<file path="src/rtl/sim_run_ctrl.sv">
// Run controller for core simulation: sequences core reset, runs the core and
// ends the run on a halt-address store, a PC stall or a cycle timeout.
module sim_run_ctrl #(
  parameter int unsigned ADDR_W      = 32,
  parameter int unsigned DATA_W      = 32,
  parameter int unsigned CNT_W       = 32,
  parameter int unsigned RST_CYCLES  = 3,
  parameter int unsigned MAX_CYCLES  = 250,
  parameter int unsigned STALL_LIMIT = 16,
  parameter logic [ADDR_W-1:0] HALT_ADDR = 32'h0000_FFFC
) (
  input  logic              clk,
  input  logic              rst,
  input  logic              start,
  input  logic [ADDR_W-1:0] pc,
  input  logic              mem_we,
  input  logic [ADDR_W-1:0] mem_addr,
  input  logic [DATA_W-1:0] mem_wdata,
  output logic              core_rst,
  output logic              running,
  output logic              done,
  output logic [1:0]        status,
  output logic [CNT_W-1:0]  cycle_count,
  output logic [DATA_W-1:0] result
);

  localparam int unsigned RC_W = (RST_CYCLES > 1) ? $clog2(RST_CYCLES) : 1;
  localparam int unsigned SC_W = $clog2(STALL_LIMIT + 1);

  localparam logic [1:0] STAT_PASS  = 2'b00;
  localparam logic [1:0] STAT_ERR   = 2'b01;
  localparam logic [1:0] STAT_STALL = 2'b10;
  localparam logic [1:0] STAT_TMO   = 2'b11;

  typedef enum logic [1:0] {
    ST_IDLE  = 2'd0,
    ST_RESET = 2'd1,
    ST_RUN   = 2'd2,
    ST_DONE  = 2'd3
  } state_t;

  state_t            state_r, state_nxt_s;
  logic [RC_W-1:0]   rc_r, rc_nxt_s;
  logic [CNT_W-1:0]  cnt_r, cnt_nxt_s, cnt_sat_s;
  logic [1:0]        status_r, status_nxt_s;
  logic [DATA_W-1:0] result_r, result_nxt_s;
  logic [ADDR_W-1:0] prev_pc_r, prev_pc_nxt_s;
  logic [SC_W-1:0]   stall_r, stall_nxt_s;
  logic              core_rst_r, running_r, done_r;
  logic              halt_s, pc_same_s, stall_hit_s, timeout_s;

  // Run-cycle event decode; cnt_r==0 marks the first RUN cycle, which has no prior PC
  always_comb begin
    cnt_sat_s   = (&cnt_r) ? cnt_r : cnt_r + CNT_W'(1);
    halt_s      = mem_we && (mem_addr == HALT_ADDR);
    pc_same_s   = (cnt_r != {CNT_W{1'b0}}) && (pc == prev_pc_r);
    stall_hit_s = pc_same_s && (stall_r == SC_W'(STALL_LIMIT - 1));
    timeout_s   = (cnt_r == CNT_W'(MAX_CYCLES - 1));
  end

  // Next-state and run bookkeeping
  always_comb begin
    state_nxt_s   = state_r;
    rc_nxt_s      = rc_r;
    cnt_nxt_s     = cnt_r;
    status_nxt_s  = status_r;
    result_nxt_s  = result_r;
    prev_pc_nxt_s = prev_pc_r;
    stall_nxt_s   = stall_r;
    case (state_r)
      ST_IDLE, ST_DONE: begin
        if (start) begin
          state_nxt_s  = ST_RESET;
          rc_nxt_s     = RC_W'(RST_CYCLES - 1);
          cnt_nxt_s    = {CNT_W{1'b0}};
          status_nxt_s = STAT_PASS;
          result_nxt_s = {DATA_W{1'b0}};
          stall_nxt_s  = {SC_W{1'b0}};
        end else begin
          state_nxt_s = state_r;
        end
      end
      ST_RESET: begin
        if (rc_r == {RC_W{1'b0}}) begin
          state_nxt_s = ST_RUN;
        end else begin
          rc_nxt_s = rc_r - RC_W'(1);
        end
      end
      ST_RUN: begin
        cnt_nxt_s     = cnt_sat_s;
        prev_pc_nxt_s = pc;
        if (pc_same_s) begin
          stall_nxt_s = stall_r + SC_W'(1);
        end else begin
          stall_nxt_s = {SC_W{1'b0}};
        end
        // Priority: halt store, then stall, then timeout
        if (halt_s) begin
          state_nxt_s  = ST_DONE;
          result_nxt_s = mem_wdata;
          if (mem_wdata == DATA_W'(1)) begin
            status_nxt_s = STAT_PASS;
          end else begin
            status_nxt_s = STAT_ERR;
          end
        end else if (stall_hit_s) begin
          state_nxt_s  = ST_DONE;
          status_nxt_s = STAT_STALL;
        end else if (timeout_s) begin
          state_nxt_s  = ST_DONE;
          status_nxt_s = STAT_TMO;
        end else begin
          state_nxt_s = ST_RUN;
        end
      end
      default: begin
        state_nxt_s = ST_IDLE;
      end
    endcase
  end

  // State and registered outputs
  always_ff @(posedge clk) begin
    if (rst) begin
      state_r    <= ST_IDLE;
      rc_r       <= {RC_W{1'b0}};
      cnt_r      <= {CNT_W{1'b0}};
      status_r   <= STAT_PASS;
      result_r   <= {DATA_W{1'b0}};
      prev_pc_r  <= {ADDR_W{1'b0}};
      stall_r    <= {SC_W{1'b0}};
      core_rst_r <= 1'b1;
      running_r  <= 1'b0;
      done_r     <= 1'b0;
    end else begin
      state_r    <= state_nxt_s;
      rc_r       <= rc_nxt_s;
      cnt_r      <= cnt_nxt_s;
      status_r   <= status_nxt_s;
      result_r   <= result_nxt_s;
      prev_pc_r  <= prev_pc_nxt_s;
      stall_r    <= stall_nxt_s;
      core_rst_r <= (state_nxt_s != ST_RUN);
      running_r  <= (state_nxt_s == ST_RUN);
      done_r     <= (state_nxt_s == ST_DONE);
    end
  end

  assign core_rst    = core_rst_r;
  assign running     = running_r;
  assign done        = done_r;
  assign status      = status_r;
  assign cycle_count = cnt_r;
  assign result      = result_r;

endmodule

</file>
<file path="config.mk">
export PLATFORM = sky130hd
export DESIGN_NAME = sim_run_ctrl
export DESIGN_NICKNAME = d
export VERILOG_FILES = /design/src/rtl/sim_run_ctrl.sv
export SDC_FILE = /design/constraint.sdc
export NUM_CORES = 1
export LEC_CHECK = 0
export ABC_AREA = 0
export CORE_ASPECT_RATIO = 0.8
export CORE_MARGIN = 1.5
export CORE_UTILIZATION = 24
export DETAILED_ROUTE_END_ITERATION = 12
export PLACE_DENSITY = 0.48
export SYNTH_ARGS = -nofsm -noshare
export SYNTH_HDL_FRONTEND = slang
export SYNTH_SLANG_ARGS = --single-unit
</file>
<file path="constraint.sdc">
create_clock -name clk -period 2.4 [get_ports clk]
set_clock_uncertainty 0.05 [all_clocks]
set_input_delay 0.24 -clock clk [delete_from_list [all_inputs] [get_ports clk]]
set_output_delay 0.24 -clock clk [all_outputs]
set_load 0.05 [all_outputs]
</file>
### Word level (Yosys, flattened, before mapping)

Cells that the tools add are included.

* bits in registers: 110
* input port bits: 100
* output and inout port bits: 69
* word-level logic and storage cells: 67

* $add $sub $neg: 3
* muxes and demuxes: 23
* reduce and logical (&&, ||, !) cells: 15
* equal/unequal tests: 16

Operators with widths (count)
* 32-bit one-hot mux with 2 select lines: 2
* 32-bit 2-to-1 mux: 3
* 32-bit by 1-bit adder with 32-bit output (second input constant): 1
* 32-bit by 1-bit equality test with 1-bit output (second input constant): 1
* 32-bit by 16-bit equality test with 1-bit output (second input constant): 1
* 32-bit equality test: 1
* 32-bit by 8-bit equality test with 1-bit output (second input constant): 1
* 32-bit AND reduction: 1
* 32-bit nonzero test: 1
* 2-bit 2-to-1 mux: 8
* 3-bit AND reduction: 4
* 5-bit 2-to-1 mux: 2
* 2-bit inequality test (second input constant): 5
* 5-bit one-hot mux with 2 select lines: 1
* 2-bit equality test (second input constant): 4
* 2-bit one-hot mux with 2 select lines: 2
* 2-bit one-hot mux with 3 select lines: 1
* 5-bit by 1-bit adder with 5-bit output (second input constant): 1
* 5-bit by 4-bit equality test with 1-bit output (second input constant): 1
* 2-bit logical NOT: 2
* 1-bit 2-to-1 mux: 4
* 4-bit inequality test (second input constant): 1
* 2-bit nonzero test: 2
* 1-bit logical AND: 3
* other kinds (4): 4

### Logic depth before layout (Yosys ltp)

* depth after elaboration: 7
* depth in mapped cells: 9
* gate-level depth less buffers: 8

### Least setup slack after synthesis

No wires, ideal clock.

* kind: reg2reg
* from: reg cnt_r[1] (netlist: cycle_count[1])
* to: reg cnt_r[16] (netlist: cycle_count[16])
* path buffers: 2
* arrival: 2.227 ns
* stages on the path, launching flop included: 10
* slack: -0.005 ns
* library setup time: 0.128 ns
* data required time: 2.222 ns
* period minus slack after synthesis: 2.405 ns
* cells stage by stage: dfxtp_1 ha_1 and2_1 clkbuf_2 and4_4 nand4_2 clkbuf_1 nand4_1 xor2_1 nor2_1

* longest elaborated chain between the ends: 3
* elaborated cells between the ends (all ways): 6
* those cells by class: add/sub (1); eq/ne (1); mux (2); reduce/logical (2)

RTL lines
* start, declared: line 44 `logic [CNT_W-1:0] cnt_r, cnt_nxt_s, cnt_sat_s;`
* start signal, assigned: line 128 `cnt_r <= {CNT_W{1'b0}};`
* start signal, assigned: line 139 `cnt_r <= cnt_nxt_s;`
* 32-bit by 1-bit adder with 32-bit output / 32-bit AND reduction (equally long branches): line 54 `cnt_sat_s = (&cnt_r) ? cnt_r : cnt_r + CNT_W'(1);`
* 32-bit 2-to-1 mux / 2-bit inequality test (equally long branches)
* 32-bit one-hot mux with 2 select lines / 3-bit AND reduction (equally long branches)

Parallel ways exist; a longest one is shown, timed or not. The select of a mux whose other input is x is not followed.
A chain may end at the register's enable or synchronous reset.

### Worst setup path after layout

* from: in mem_addr[1]
* to: reg done_r (netlist: done)

* longest elaborated chain between the ends: 5

RTL lines
* start, declared: line 17 `input logic [ADDR_W-1:0] mem_addr,`
* 32-bit by 16-bit equality test with 1-bit output: line 55 `halt_s = mem_we && (mem_addr == HALT_ADDR);`
* 1-bit logical AND: line 55
* 1-bit 2-to-1 mux: line 99 `if (halt_s) begin`
* 2-bit one-hot mux with 3 select lines: line 70 `case (state_r)`
* 2-bit equality test: line 146 `done_r <= (state_nxt_s == ST_DONE);`
* end signal, assigned: line 146
* end, declared: line 49 `logic core_rst_r, running_r, done_r;`

No other way between the ends.

==> flow_metrics.tcl <==
set metrics [dict create \
    status "finished clean" \
    synthArstFlopShare_pct 0 \
    fin_cells 1060 \
    pin_count 169 \
    final_cell_mix "clkdlybuf4s50_1 (167), dfxtp_1 (108), nor2_1 (70)" \
    final_core_util_pct 35.5 \
    fill_cells 2175 \
    cts_hold_buf 0 \
    cp_num_buf_inv 2 \
    via_per_inst 4.56 \
    path_delay_family "simple AND/OR/NAND/NOR gates" \
    placedCellCount 1044 \
    dieArea_mm2 0.0229 \
    dp_worst_setup_slack_ns -0.163 \
    wl_per_cell_um 14.7 \
    layout.nets 888 \
    synthCells 607 \
    synth_flop_cell "dfxtp_1" \
    start_kind "input port" \
    hold_viol 0 \
    drive_above_1_share_pct 7.77 \
    die_height_um 136 \
    drt_iter0_markers 198 \
    stdcell_area_mm2 0.00766 \
    ys_ff_latch 110 \
    hold_path_class "input port to register" \
    n_antenna_cell 0 \
    clk_latency_ns 0.35 \
    syn-num-nets 715 \
    cts_buffer_depth 2 \
    synth_area_leaders "dfxtp_1 (42%), xor2_1 (8.8%), mux2i_1 (6.3%)" \
    htree_num_levels 3 \
    grt_max_degree 50 \
    hpwl_mm 11.5 \
    powerDensity_mw_per_mm2 770 \
    vias 4832 \
    yosysWarnings 0 \
    avgSynthCellArea_um2 8.69 \
    layout_commonest_cell "clkdlybuf4s50_1" \
    postCtsSetupRepairBufs 0 \
    grt_pass1_vias 4537 \
    cts_sinks 110 \
    yosysSeqAreaShare_pct 41.7 \
    cpMaxStageDelayCell "or4b_1" \
    period_share_pct 90.3 \
    power_mw 5.90 \
    ir_worst_vdd_mv 0.426 \
    rsz0062_at_grt "false" \
    gp_congestion 0.763 \
    rows 48 \
    slew-limit-headroom_pct 58.6 \
    synth_top_area_cell "dfxtp_1" \
    initial_core_util_pct 24.5 \
    cp-end-kind "register" \
    maxCapViolCount 0 \
    cts_resized 0 \
    worst_pin_slew_ns 0.621 \
    cts_tree "done" \
    crit_fanout 4 \
    fmaxAchievable_mhz 462 \
    placed_cell_area_mm2 0.00736 \
    period_minus_slack_ns 2.17 \
    cts_inserted_buffers 9 \
    crit_type "input port to register" \
    slew_violations 0 \
    synth.top_cell.area_share_pct 41.7 \
    layout_setup_ws_ns 0.233 \
    cts-root-buf "clkbuf_16" \
    rrSetupSlack_ns 0.27 \
    path_cells "clkdlybuf4s50_1 -> or4b_1 -> nor4_1 -> and3_1 -> buf_4 -> nor2_1 -> o211a_1 -> nor3b_1" \
    grt.overflow.total 0 \
    worstPathRequired_ns 2.62 \
    post-route-drc-count 0 \
    grt_antenna_before_repair 0 \
    synth_edf_count 0 \
    leakagePower_nw 2.73 \
    portBuffers 168 \
    postRouteAntennaNets 0 \
    path_clk_slew_ns 0.08 \
    slowest_delay_ns 0.51 \
    wirelength_mm 15.5 \
    arrival_ns 2.38 \
    syn_area_mm2 0.00528 \
    grt_pass1_wl_mm 24.1 \
    grt_usage_pct 13.3 \
    die_x_um 169 \
    area_growth_pct 45.2 \
    setup_violations 0 \
    drt_pass1_iterations 4 \
    core_area_mm2 0.0216 \
    synth.distinct_cells 51 \
]
## area by class of cell
| class | count | area [µm²] | share of cell area, % |
|---|---|---|---|
| well taps | 275 | 344 | 4.49 |
| multi-input cells | 452 | 2850 | 37.1 |
| flip-flops and latches | 110 | 2200 | 28.8 |
| inverters | 11 | 41.3 | 0.539 |
| clock inverters | 6 | 75.1 | 0.980 |
| clock buffers | 10 | 229 | 2.99 |
| repair buffers | 196 | 1920 | 25.1 |
## tightest hold or removal path, stage by stage
cell and delay (ns):
buf_2 0.10, inv_1 0.13, nand2_1 0.09, o21ai_0 0.06
## Yosys cell counts, types with 2 or more instances
library cell and n:
xor2_1 53, nand4_1 27, buf_6 5, nor4_1 25
nor3_1 16, a22oi_1 2, dfxtp_1 110, and2_1 3
o211ai_1 2, or2_2 3, mux2i_1 33, nor2_1 70
nor2b_1 2, or4_1 3, nand2b_1 4, o21ai_0 10
inv_1 11, nand3_1 48, buf_2 3, xnor2_1 7
ha_1 8, buf_1 5, a21o_1 2, nor3b_1 2
buf_8 3, and3_1 15, o21ai_1 2, clkbuf_1 16
and4_1 2, nor4b_1 2, a21oi_1 41, nand4_2 3
nand2_1 48, or3_1 3, nand3b_1 2
## logic make-up (layout without fill, tap and decap cells)
logic type | count (synthesis) | count (layout) | share of synthesized area, %
AND/OR/NAND/NOR | 282 | 282 | 27.6
flip-flops | 110 | 110 | 41.7
AO/OA/AOI/OAI | 68 | 68 | 7.66
XOR/XNOR | 60 | 60 | 9.96
buffers and inverters | 45 | 223 | 4.72
multiplexers | 34 | 34 | 6.47
adder cells (fa/ha/maj) | 8 | 8 | 1.90
## per-stage QoR
stage,hold WS [ns],setup TNS [ns]
after CTS,0.244,0
after global routing,0.294,0
after detailed placement,0.394,-4.98
final,0.265,0
after global placement,0.387,-4.57
after floorplan,0.296,0
## metal layers
| metal | GRT usage, % | part of all wire, % | vias to the layer above |
|---|---|---|---|
| li1 | - | - | 2484 |
| met1 | 18.6 | 50 | 2248 |
| met2 | 20.0 | 43 | 91 |
| met3 | 4.00 | 5.5 | 9 |
| met4 | 3.22 | 0.93 | 0 |
| met5 | 0 | 0 | - |
## worst paths after layout
check                                    start               to  depth (start not counted)
worst max-delay path               mem_addr[1]             done                          8
worst min register to register      result[16]       result[16]                          2
worst max register to register  cycle_count[0]  cycle_count[18]                          8
worst min-delay path                       rst       stall_r[2]                          4
## sequential cells by signal, summed over array words and instances (netlist names), 2 cells and up
register	cells
stall_r	5
status	2
cycle_count	32
prev_pc_r	32
state_r	2
result	32
rc_r	2
## power by group
group,total (mW),switching [mW],internal (mW)
Sequential,2.15,0.128,2.02
Clock,1.56,0.734,0.829
Combinational,2.19,1.29,0.900
Note: power is estimated with default switching activity, not from simulation.
